--- config.mk ---
export PLATFORM = sky130hd
export DESIGN_NAME = frame_strobe_sequencer
export DESIGN_NICKNAME = d
export VERILOG_FILES = /design/src/rtl/frame_strobe_sequencer.sv
export SDC_FILE = /design/constraint.sdc
export NUM_CORES = 1
export LEC_CHECK = 0
export ABC_CLOCK_PERIOD_IN_PS = 2800
export BUFFER_PORTS_ARGS = -buffer_cell sky130_fd_sc_hd__clkbuf_2
export CAP_MARGIN = 20
export CORE_AREA = 4 4 72 74
export DETAILED_ROUTE_END_ITERATION = 8
export DIE_AREA = 0 0 76 78
export GPL_TIMING_DRIVEN = 0
export PLACE_DENSITY_LB_ADDON = 0.1
export SLEW_MARGIN = 20
export SYNTH_ARGS = -nofsm -noshare
export SYNTH_HDL_FRONTEND = slang
export SYNTH_SLANG_ARGS = --single-unit
--- constraint.sdc ---
create_clock -name UserCLK -period 2.8 [get_ports UserCLK]
set_clock_uncertainty 0.05 [all_clocks]
set_input_delay 0.28 -clock UserCLK [delete_from_list [all_inputs] [get_ports UserCLK]]
set_output_delay 0.28 -clock UserCLK [all_outputs]
set_load 0.02 [all_outputs]
--- src/rtl/frame_strobe_sequencer.sv ---
// ---------------------------------------------------------------------------
// frame_strobe_sequencer
//
// Column-bottom configuration stage that drives the FrameStrobe chain of one
// tile column. Frame-address words arrive from the bitstream controller over
// a valid/ready handshake. Each word carries {column, frame index}. Only words
// whose column field equals ColSelect produce a strobe. A strobe is a one-hot
// pulse on FrameStrobe, held for StrobeCycles clocks and then followed by
// GapCycles all-zero clocks before the next word is accepted.
//
// Ports
//   UserCLK          in   1     sole clock, rising edge
//   resetn           in   1     synchronous, active-low reset
//   FrameAddr        in   C+F   {column select, frame index}
//   FrameAddr_valid  in   1     a word is present on FrameAddr
//   FrameAddr_ready  out  1     a word can be accepted this cycle (combinational)
//   FrameStrobe      out  M     one-hot strobe towards the tile column
//   busy             out  1     high while a strobe or its guard gap is in progress
//   err_range        out  1     sticky: a matching word had index >= MaxFramesPerCol
//   strobe_count     out  16    completed strobes, saturating at 16'hFFFF
// ---------------------------------------------------------------------------
module frame_strobe_sequencer #(
   parameter int MaxFramesPerCol  = 20,
   parameter int FrameSelectWidth = 5,
   parameter int ColSelectWidth   = 5,
   parameter int ColSelect        = 0,
   parameter int StrobeCycles     = 2,
   parameter int GapCycles        = 1
) (
   input  logic                                       UserCLK,
   input  logic                                       resetn,
   input  logic [ColSelectWidth+FrameSelectWidth-1:0] FrameAddr,
   input  logic                                       FrameAddr_valid,
   output logic                                       FrameAddr_ready,
   output logic [MaxFramesPerCol-1:0]                 FrameStrobe,
   output logic                                       busy,
   output logic                                       err_range,
   output logic [15:0]                                strobe_count
);

   // Counter reload values. The counter counts down to zero, so the reload
   // is one less than the number of cycles spent in the state.
   localparam logic [3:0] STROBE_LOAD = 4'(StrobeCycles - 1);
   localparam bit         GAP_ENABLED = (GapCycles != 0);
   localparam logic [3:0] GAP_LOAD    = GAP_ENABLED ? 4'(GapCycles - 1) : 4'd0;

   localparam logic [ColSelectWidth-1:0]  COL_ID      = ColSelectWidth'(ColSelect);
   localparam logic [31:0]                MAX_FRAMES  = 32'(MaxFramesPerCol);
   localparam logic [MaxFramesPerCol-1:0] STROBE_ZERO = {MaxFramesPerCol{1'b0}};
   localparam logic [15:0]                COUNT_MAX   = 16'hFFFF;

   typedef enum logic [1:0] {
      ST_IDLE   = 2'd0,
      ST_STROBE = 2'd1,
      ST_GAP    = 2'd2
   } state_t;

   state_t                        state_r;
   state_t                        state_next_s;
   logic [3:0]                    cnt_r;
   logic [3:0]                    cnt_next_s;
   logic [MaxFramesPerCol-1:0]    strobe_r;
   logic [MaxFramesPerCol-1:0]    strobe_next_s;
   logic                          busy_r;
   logic                          busy_next_s;
   logic                          err_range_r;
   logic                          err_range_next_s;
   logic [15:0]                   count_r;
   logic [15:0]                   count_next_s;

   logic [ColSelectWidth-1:0]     col_s;
   logic [FrameSelectWidth-1:0]   idx_s;
   logic                          ready_s;
   logic                          transfer_s;
   logic                          col_match_s;
   logic                          idx_in_range_s;
   logic                          start_s;
   logic                          range_err_s;
   logic                          strobe_done_s;

   // Builds the one-hot strobe for a frame index. The index is compared at
   // its full width, so an index beyond the strobe width yields all zeros
   // instead of aliasing onto a low bit.
   function automatic logic [MaxFramesPerCol-1:0] frame_onehot(
      input logic [FrameSelectWidth-1:0] idx
   );
      logic [MaxFramesPerCol-1:0] oh;
      oh = STROBE_ZERO;
      for (int i = 0; i < MaxFramesPerCol; i++) begin
         if (32'(idx) == 32'(i)) begin
            oh[i] = 1'b1;
         end else begin
            oh[i] = 1'b0;
         end
      end
      return oh;
   endfunction

   // Split the incoming word into its column and frame-index fields.
   always_comb begin
      col_s = FrameAddr[ColSelectWidth+FrameSelectWidth-1:FrameSelectWidth];
      idx_s = FrameAddr[FrameSelectWidth-1:0];
   end

   // Handshake and word classification. Ready is forced low while reset is
   // asserted so the source never sees a word consumed during reset.
   always_comb begin
      ready_s        = (state_r == ST_IDLE) && resetn;
      transfer_s     = FrameAddr_valid && ready_s;
      col_match_s    = (col_s == COL_ID);
      // Range check on the zero-extended full field, never a truncated one.
      idx_in_range_s = (32'(idx_s) < MAX_FRAMES);
      start_s        = transfer_s && col_match_s && idx_in_range_s;
      range_err_s    = transfer_s && col_match_s && !idx_in_range_s;
      strobe_done_s  = (state_r == ST_STROBE) && (cnt_r == 4'd0);
   end

   // State and counter register.
   always_ff @(posedge UserCLK) begin
      if (!resetn) begin
         state_r <= ST_IDLE;
         cnt_r   <= 4'd0;
      end else begin
         state_r <= state_next_s;
         cnt_r   <= cnt_next_s;
      end
   end

   // Next-state and counter logic.
   always_comb begin
      state_next_s = state_r;
      cnt_next_s   = cnt_r;
      case (state_r)
         ST_IDLE: begin
            if (start_s) begin
               state_next_s = ST_STROBE;
               cnt_next_s   = STROBE_LOAD;
            end else begin
               // Non-matching and out-of-range words are consumed in place.
               state_next_s = ST_IDLE;
               cnt_next_s   = cnt_r;
            end
         end
         ST_STROBE: begin
            if (cnt_r == 4'd0) begin
               if (GAP_ENABLED) begin
                  state_next_s = ST_GAP;
                  cnt_next_s   = GAP_LOAD;
               end else begin
                  state_next_s = ST_IDLE;
                  cnt_next_s   = 4'd0;
               end
            end else begin
               state_next_s = ST_STROBE;
               cnt_next_s   = cnt_r - 4'd1;
            end
         end
         ST_GAP: begin
            if (cnt_r == 4'd0) begin
               state_next_s = ST_IDLE;
               cnt_next_s   = 4'd0;
            end else begin
               state_next_s = ST_GAP;
               cnt_next_s   = cnt_r - 4'd1;
            end
         end
         default: begin
            state_next_s = ST_IDLE;
            cnt_next_s   = 4'd0;
         end
      endcase
   end

   // Next values of the registered outputs.
   always_comb begin
      strobe_next_s    = strobe_r;
      count_next_s     = count_r;
      err_range_next_s = err_range_r || range_err_s;
      busy_next_s      = (state_next_s != ST_IDLE);
      case (state_r)
         ST_IDLE: begin
            if (start_s) begin
               // Strobe appears the cycle after the transfer.
               strobe_next_s = frame_onehot(idx_s);
            end else begin
               strobe_next_s = STROBE_ZERO;
            end
         end
         ST_STROBE: begin
            if (strobe_done_s) begin
               // A strobe only counts once it has run to completion.
               strobe_next_s = STROBE_ZERO;
               if (count_r != COUNT_MAX) begin
                  count_next_s = count_r + 16'd1;
               end else begin
                  count_next_s = count_r;
               end
            end else begin
               strobe_next_s = strobe_r;
            end
         end
         ST_GAP: begin
            strobe_next_s = STROBE_ZERO;
         end
         default: begin
            strobe_next_s = STROBE_ZERO;
         end
      endcase
   end

   // Output registers; reset drops any strobe in flight at the same edge.
   always_ff @(posedge UserCLK) begin
      if (!resetn) begin
         strobe_r    <= STROBE_ZERO;
         busy_r      <= 1'b0;
         err_range_r <= 1'b0;
         count_r     <= 16'd0;
      end else begin
         strobe_r    <= strobe_next_s;
         busy_r      <= busy_next_s;
         err_range_r <= err_range_next_s;
         count_r     <= count_next_s;
      end
   end

   assign FrameAddr_ready = ready_s;
   assign FrameStrobe     = strobe_r;
   assign busy            = busy_r;
   assign err_range       = err_range_r;
   assign strobe_count    = count_r;

endmodule

# Word-level counts from Yosys, hierarchy flattened
# Index checks and enable logic that the tools add are counted.
[totals] wordCells=78 ramBits=0 latch_bits=0 ff_bits=44 in_bits=13 out_inout_bits=39 rom_bits=0 n_memories=0
[classes] order_cmp=1 mux=30 shift=0 mul=0 n_addsub=2 bitwise=0 reduce_logical=15 eq_ne=24 div=0
[op_table] cell="== test 5 x 4 -> 1 bit (second input constant)" count=8
[op_table] cell="two-way mux 20 bit" count=2
[op_table] cell="one-hot mux 20 bit (2 select lines)" count=1
[op_table] cell="two-way mux 1 bit" count=21
[op_table] cell="== test 5 x 3 -> 1 bit (second input constant)" count=4
[op_table] cell="== test 5 bit (second input constant)" count=4
[op_table] cell="adder 16 x 1 -> 16 bit (second input constant)" count=1
[op_table] cell="!= test 16 bit (second input constant)" count=1
[op_table] cell="== test 5 x 2 -> 1 bit (second input constant)" count=2
[op_table] cell="zero test 5 bit" count=2
[op_table] cell="two-way mux 4 bit" count=2
[op_table] cell="one-hot mux 4 bit (2 select lines)" count=1
[op_table] cell="logical AND 1 bit" count=6
[op_table] cell="one-hot mux 2 bit (3 select lines)" count=1
[op_table] cell="== test 5 x 1 -> 1 bit (second input constant)" count=1
[op_table] cell="< comparator 5 bit (second input constant)" count=1
[op_table] cell="zero test 4 bit" count=1
[op_table] cell="two-way mux 2 bit" count=2
[op_table] cell="!= test 2 bit (second input constant)" count=2
[op_table] cell="subtractor 4 x 1 -> 4 bit (second input constant)" count=1
[op_table] cell="AND reduction 3 bit" count=1
[op_table] cell="== test 2 x 1 -> 1 bit (second input constant)" count=1
[op_table] cell="== test 2 bit (second input constant)" count=1
[op_table] cell="zero test 2 bit" count=1
[op_table] cell="4 further kinds" count=4

# Logic depth before layout (Yosys ltp)
[depth] depth_word=8 ltp_mapped=8 depth_no_buf=6

# Least setup slack after synthesis
# No wires, ideal clock.
[synth_path] kind="register -> register" startpoint="reg cnt_r[0]" endpoint="reg count_r[11] (netlist: strobe_count[11])" slack_ns=0.542 period_less_slack_ns=2.258 t_arrival_ns=2.137 setup_ns=0.070 path_buffers=2 t_required_ns=2.680 stages_incl_launch_ff=9 path_cell_list="dfxtp_1 -> inv_1 -> ha_1 -> or3b_1 -> buf_2 -> or3_1 -> buf_2 -> or4_1 -> a21oi_1"
[synth_between] elab_chain_len=3
[synth_lines] item="start, declared" line="60" rtl="logic [3:0] cnt_r;"
[synth_lines] item="start signal, assigned" line="125" rtl="cnt_r <= cnt_next_s;"
[synth_lines] item="zero test 4 bit" line="115" rtl="strobe_done_s = (state_r == ST_STROBE) && (cnt_r == 4'd0);"
[synth_lines] item="logical AND 1 bit" line="115"
[synth_lines] item="AND reduction 3 bit (no source line)"
[synth_lines] item="end signal, assigned" line="222" rtl="count_r <= count_next_s;"
[synth_lines] item="end, declared" line="68" rtl="logic [15:0] count_r;"
# No other way between the ends.
# A chain may end at the register's enable or synchronous reset.

# Final worst setup path
[layout_path] startpoint="reg cnt_r[0]" endpoint="reg strobe_r[0] (netlist: FrameStrobe[0])"
[layout_between] elab_chain_len=3
[layout_lines] item="zero test 4 bit" line="115"
[layout_lines] item="logical AND 1 bit" line="115"
[layout_lines] item="!= test 2 bit (no source line)"
[layout_lines] item="end signal, assigned" line="219" rtl="strobe_r <= strobe_next_s;"
[layout_lines] item="end, declared" line="62" rtl="logic [MaxFramesPerCol-1:0] strobe_r;"
# No other way between the ends.

==> flow_metrics.tcl <==
set metrics [dict create \
    die_h_um 78 \
    crit_type "reg2reg" \
    initial_core_util 0.462 \
    utilization 0.549 \
    swShare 0.227 \
    synth_edf_count 0 \
    nets 328 \
    grt_start_max_net_pins 14 \
    final_cells 363 \
    clk_latency_ns 0.29 \
    arrival_ns 2.63 \
    seqPwrFrac 0.578 \
    yosys_warnings 0 \
    cts.clk_slew.worst_paths_ns 0.08 \
    holdCritPathClass "in2reg" \
    drive_gt1_frac 0.204 \
    grt_pass1_vias 1855 \
    worstPathRequired_ns 2.98 \
    cts_resized 0 \
    holdBufCountCts 0 \
    areaGrowthSynthToFinish_pct 18.8 \
    routed_wl_mm 5.27 \
    core_um2 4600 \
    hold-worst-slack_ns 0.245 \
    synthCells 253 \
    globalplace.congestion 0.843 \
    p_comb_frac 0.045 \
    drc_errors 0 \
    synth_area_um2 2120 \
    cts_tree "done" \
    power_mw 1.08 \
    ant_nets 0 \
    cap_violations 0 \
    fillers 450 \
    cts_made_buffers 5 \
    synth_fa_ha_area_frac 0.0412 \
    fin_setup_tns_ns 0 \
    vdd_ir_drop_max_uv 255 \
    hold_viol 0 \
    maxSlewViolCount 0 \
    dp_hpwl_mm 3.99 \
    synth_flop_cell "dfxtp_1" \
    dr.pass1.iters 4 \
    period_needed_ns 2.45 \
    antenna_found_initial 0 \
    dpl-instance-area_um2 2430 \
    die_w_um 76 \
    tightest_slew_ns 0.982 \
    critPathLaunchType "flip-flop" \
    yosys.area_share.xor_xnor 0 \
    synth-simple-area-share 0.291 \
    synthArstFlopShare 0 \
    num_rows 25 \
    grt_setup_unrepaired "false" \
    final_area_um2 2520 \
    post-place-cells 355 \
    drt_iter0_drc 99 \
    portBuffers 48 \
    slew_headroom 0.328 \
    ios 52 \
    period_share 0.875 \
    synth_top_family_by_area "simple AND/OR/NAND/NOR gates" \
    cp_max_fo 7 \
    setup_violations 0 \
    synth.distinct_cells 44 \
    avgSynthCellArea_um2 8.40 \
    power.density_nw_per_um2 429 \
    viasPerCell 5.71 \
    synth_seq_cells 44 \
    syn-num-nets 273 \
    p_sw_uw 245 \
    pre_cts_slack_ns 0.377 \
    p_int_uw 837 \
    outcome "finished clean" \
    htree_levels 2 \
    synth_compound_area_frac 0.194 \
    die-area_um2 5930 \
    num_vias 2073 \
    clk_path_buf_depth 2 \
    seq_area_frac_synth 0.415 \
    setup_ws_ns 0.351 \
    grt-ovfl-total 0 \
    diodes 0 \
    post-cts-setup-buffers 0 \
    leakagePower_nw 0.903 \
    clockPowerShare 0.377 \
    wire_per_inst_um 14.5 \
    grt_pass1_wl_mm 8.76 \
    cts_sinks 44 \
    root_buffer "clkbuf_8" \
    track_usage 0.178 \
    critPathCaptureType "flip-flop" \
    synthMuxAreaShare 0.0141 \
    fmax_mhz 408 \
]
## cells by family after synthesis
logic type | after synthesis
AO/OA/AOI/OAI | 63
adder cells (fa/ha/maj) | 7
buffers and inverters | 25
flip-flops | 44
multiplexers | 3
AND/OR/NAND/NOR | 111
## cells in the final DEF (no fill, tap or decap), types with 2 or more instances in the layout
master | synthesis | final
clkbuf_1 | 14 | 14
nor2b_1 | 3 | 3
clkbuf_8 | 0 | 6
a2111oi_0 | 2 | 2
buf_2 | 2 | 2
mux2i_1 | 3 | 3
ha_1 | 7 | 7
nand2_1 | 26 | 26
dfxtp_1 | 44 | 44
nand3_1 | 18 | 18
nand2b_1 | 4 | 4
nor4_1 | 3 | 3
a32oi_1 | 2 | 2
nand4_1 | 12 | 12
clkinv_2 | 0 | 2
nor3_1 | 3 | 3
nand4b_1 | 2 | 2
and2_1 | 3 | 3
o21ai_0 | 6 | 6
nor4b_1 | 3 | 3
o311ai_0 | 3 | 3
nor2_1 | 10 | 10
clkbuf_2 | 0 | 48
or3_1 | 5 | 5
and4_1 | 2 | 2
inv_1 | 8 | 8
o41ai_1 | 3 | 3
a21oi_1 | 30 | 30
o31ai_1 | 8 | 8
or4_1 | 9 | 9
o21a_1 | 2 | 2
## final cells by class
type                            count  area (µm²)  share of cell area
Buffer                             16        62.6              0.0248
Tap cell                           54        67.6              0.0268
Timing Repair Buffer               48         240              0.0951
Multi-Input combinational cell    184        1150               0.454
Clock buffer                        6        82.6              0.0327
Clock inverter                      2        10.0             0.00396
Inverter                            9        33.8              0.0134
Sequential cell                    44         881               0.349
## sequential cells by signal (all words and copies together), names as in the netlist
register and count:
strobe_count 16, state_r 2, err_range 1, cnt_r 4, busy 1, FrameStrobe 20
## synthesized netlist by cell type (2+ instances only)
cell type / count / share of area
dfxtp_1: 44 / 0.41
a21oi_1: 30 / 0.071
nand2_1: 26 / 0.046
nand3_1: 18 / 0.042
clkbuf_1: 14 / 0.025
nand4_1: 12 / 0.035
nor2_1: 10 / 0.018
or4_1: 9 / 0.032
inv_1: 8 / 0.014
o31ai_1: 8 / 0.028
ha_1: 7 / 0.041
o21ai_0: 6 / 0.014
or3_1: 5 / 0.015
nand2b_1: 4 / 0.012
and2_1: 3 / 0.0088
mux2i_1: 3 / 0.014
nor2b_1: 3 / 0.0088
nor3_1: 3 / 0.0071
nor4_1: 3 / 0.0088
nor4b_1: 3 / 0.012
o311ai_0: 3 / 0.012
o41ai_1: 3 / 0.012
a2111oi_0: 2 / 0.0082
a32oi_1: 2 / 0.0082
and4_1: 2 / 0.0082
buf_2: 2 / 0.0047
nand4b_1: 2 / 0.0082
o21a_1: 2 / 0.0071
## worst max-delay path, stage by stage, from the launching register on
cell and delay, ns:
dfxtp_1 0.34, inv_1 0.10, ha_1 0.16, or3b_1 0.33, buf_2 0.18, a2111oi_0 0.89
a32oi_1 0.22, nor2_1 0.12
## power groups by stage
stage / clock network [mW] / registers [mW] / logic (mW)
2_1_floorplan: 0 / 0.641 / 0.0297
3_3_place_gp: 0 / 0.641 / 0.0481
3_5_place_dp: 0 / 0.641 / 0.0485
4_1_cts: 0.423 / 0.626 / 0.0486
5_1_grt: 0.445 / 0.626 / 0.0543
6_report: 0.408 / 0.626 / 0.0488
## worst paths after layout
check	start	end	slack, ns	cells after the start
setup / recovery	cnt_r[0]	FrameStrobe[0]	0.35	7
hold / removal	FrameAddr[1]	FrameStrobe[18]	0.24	3
setup reg to reg	cnt_r[0]	FrameStrobe[0]	0.35	7
hold reg to reg	FrameStrobe[8]	FrameStrobe[8]	0.40	2
## layer usage
layer  wire [µm]  global-route usage
met3         284              0.0348
met5           0                   0
met2        2480               0.289
met1        2450               0.234
met4          58              0.0641
No activity file was read; power rests on OpenSTA's default activity.
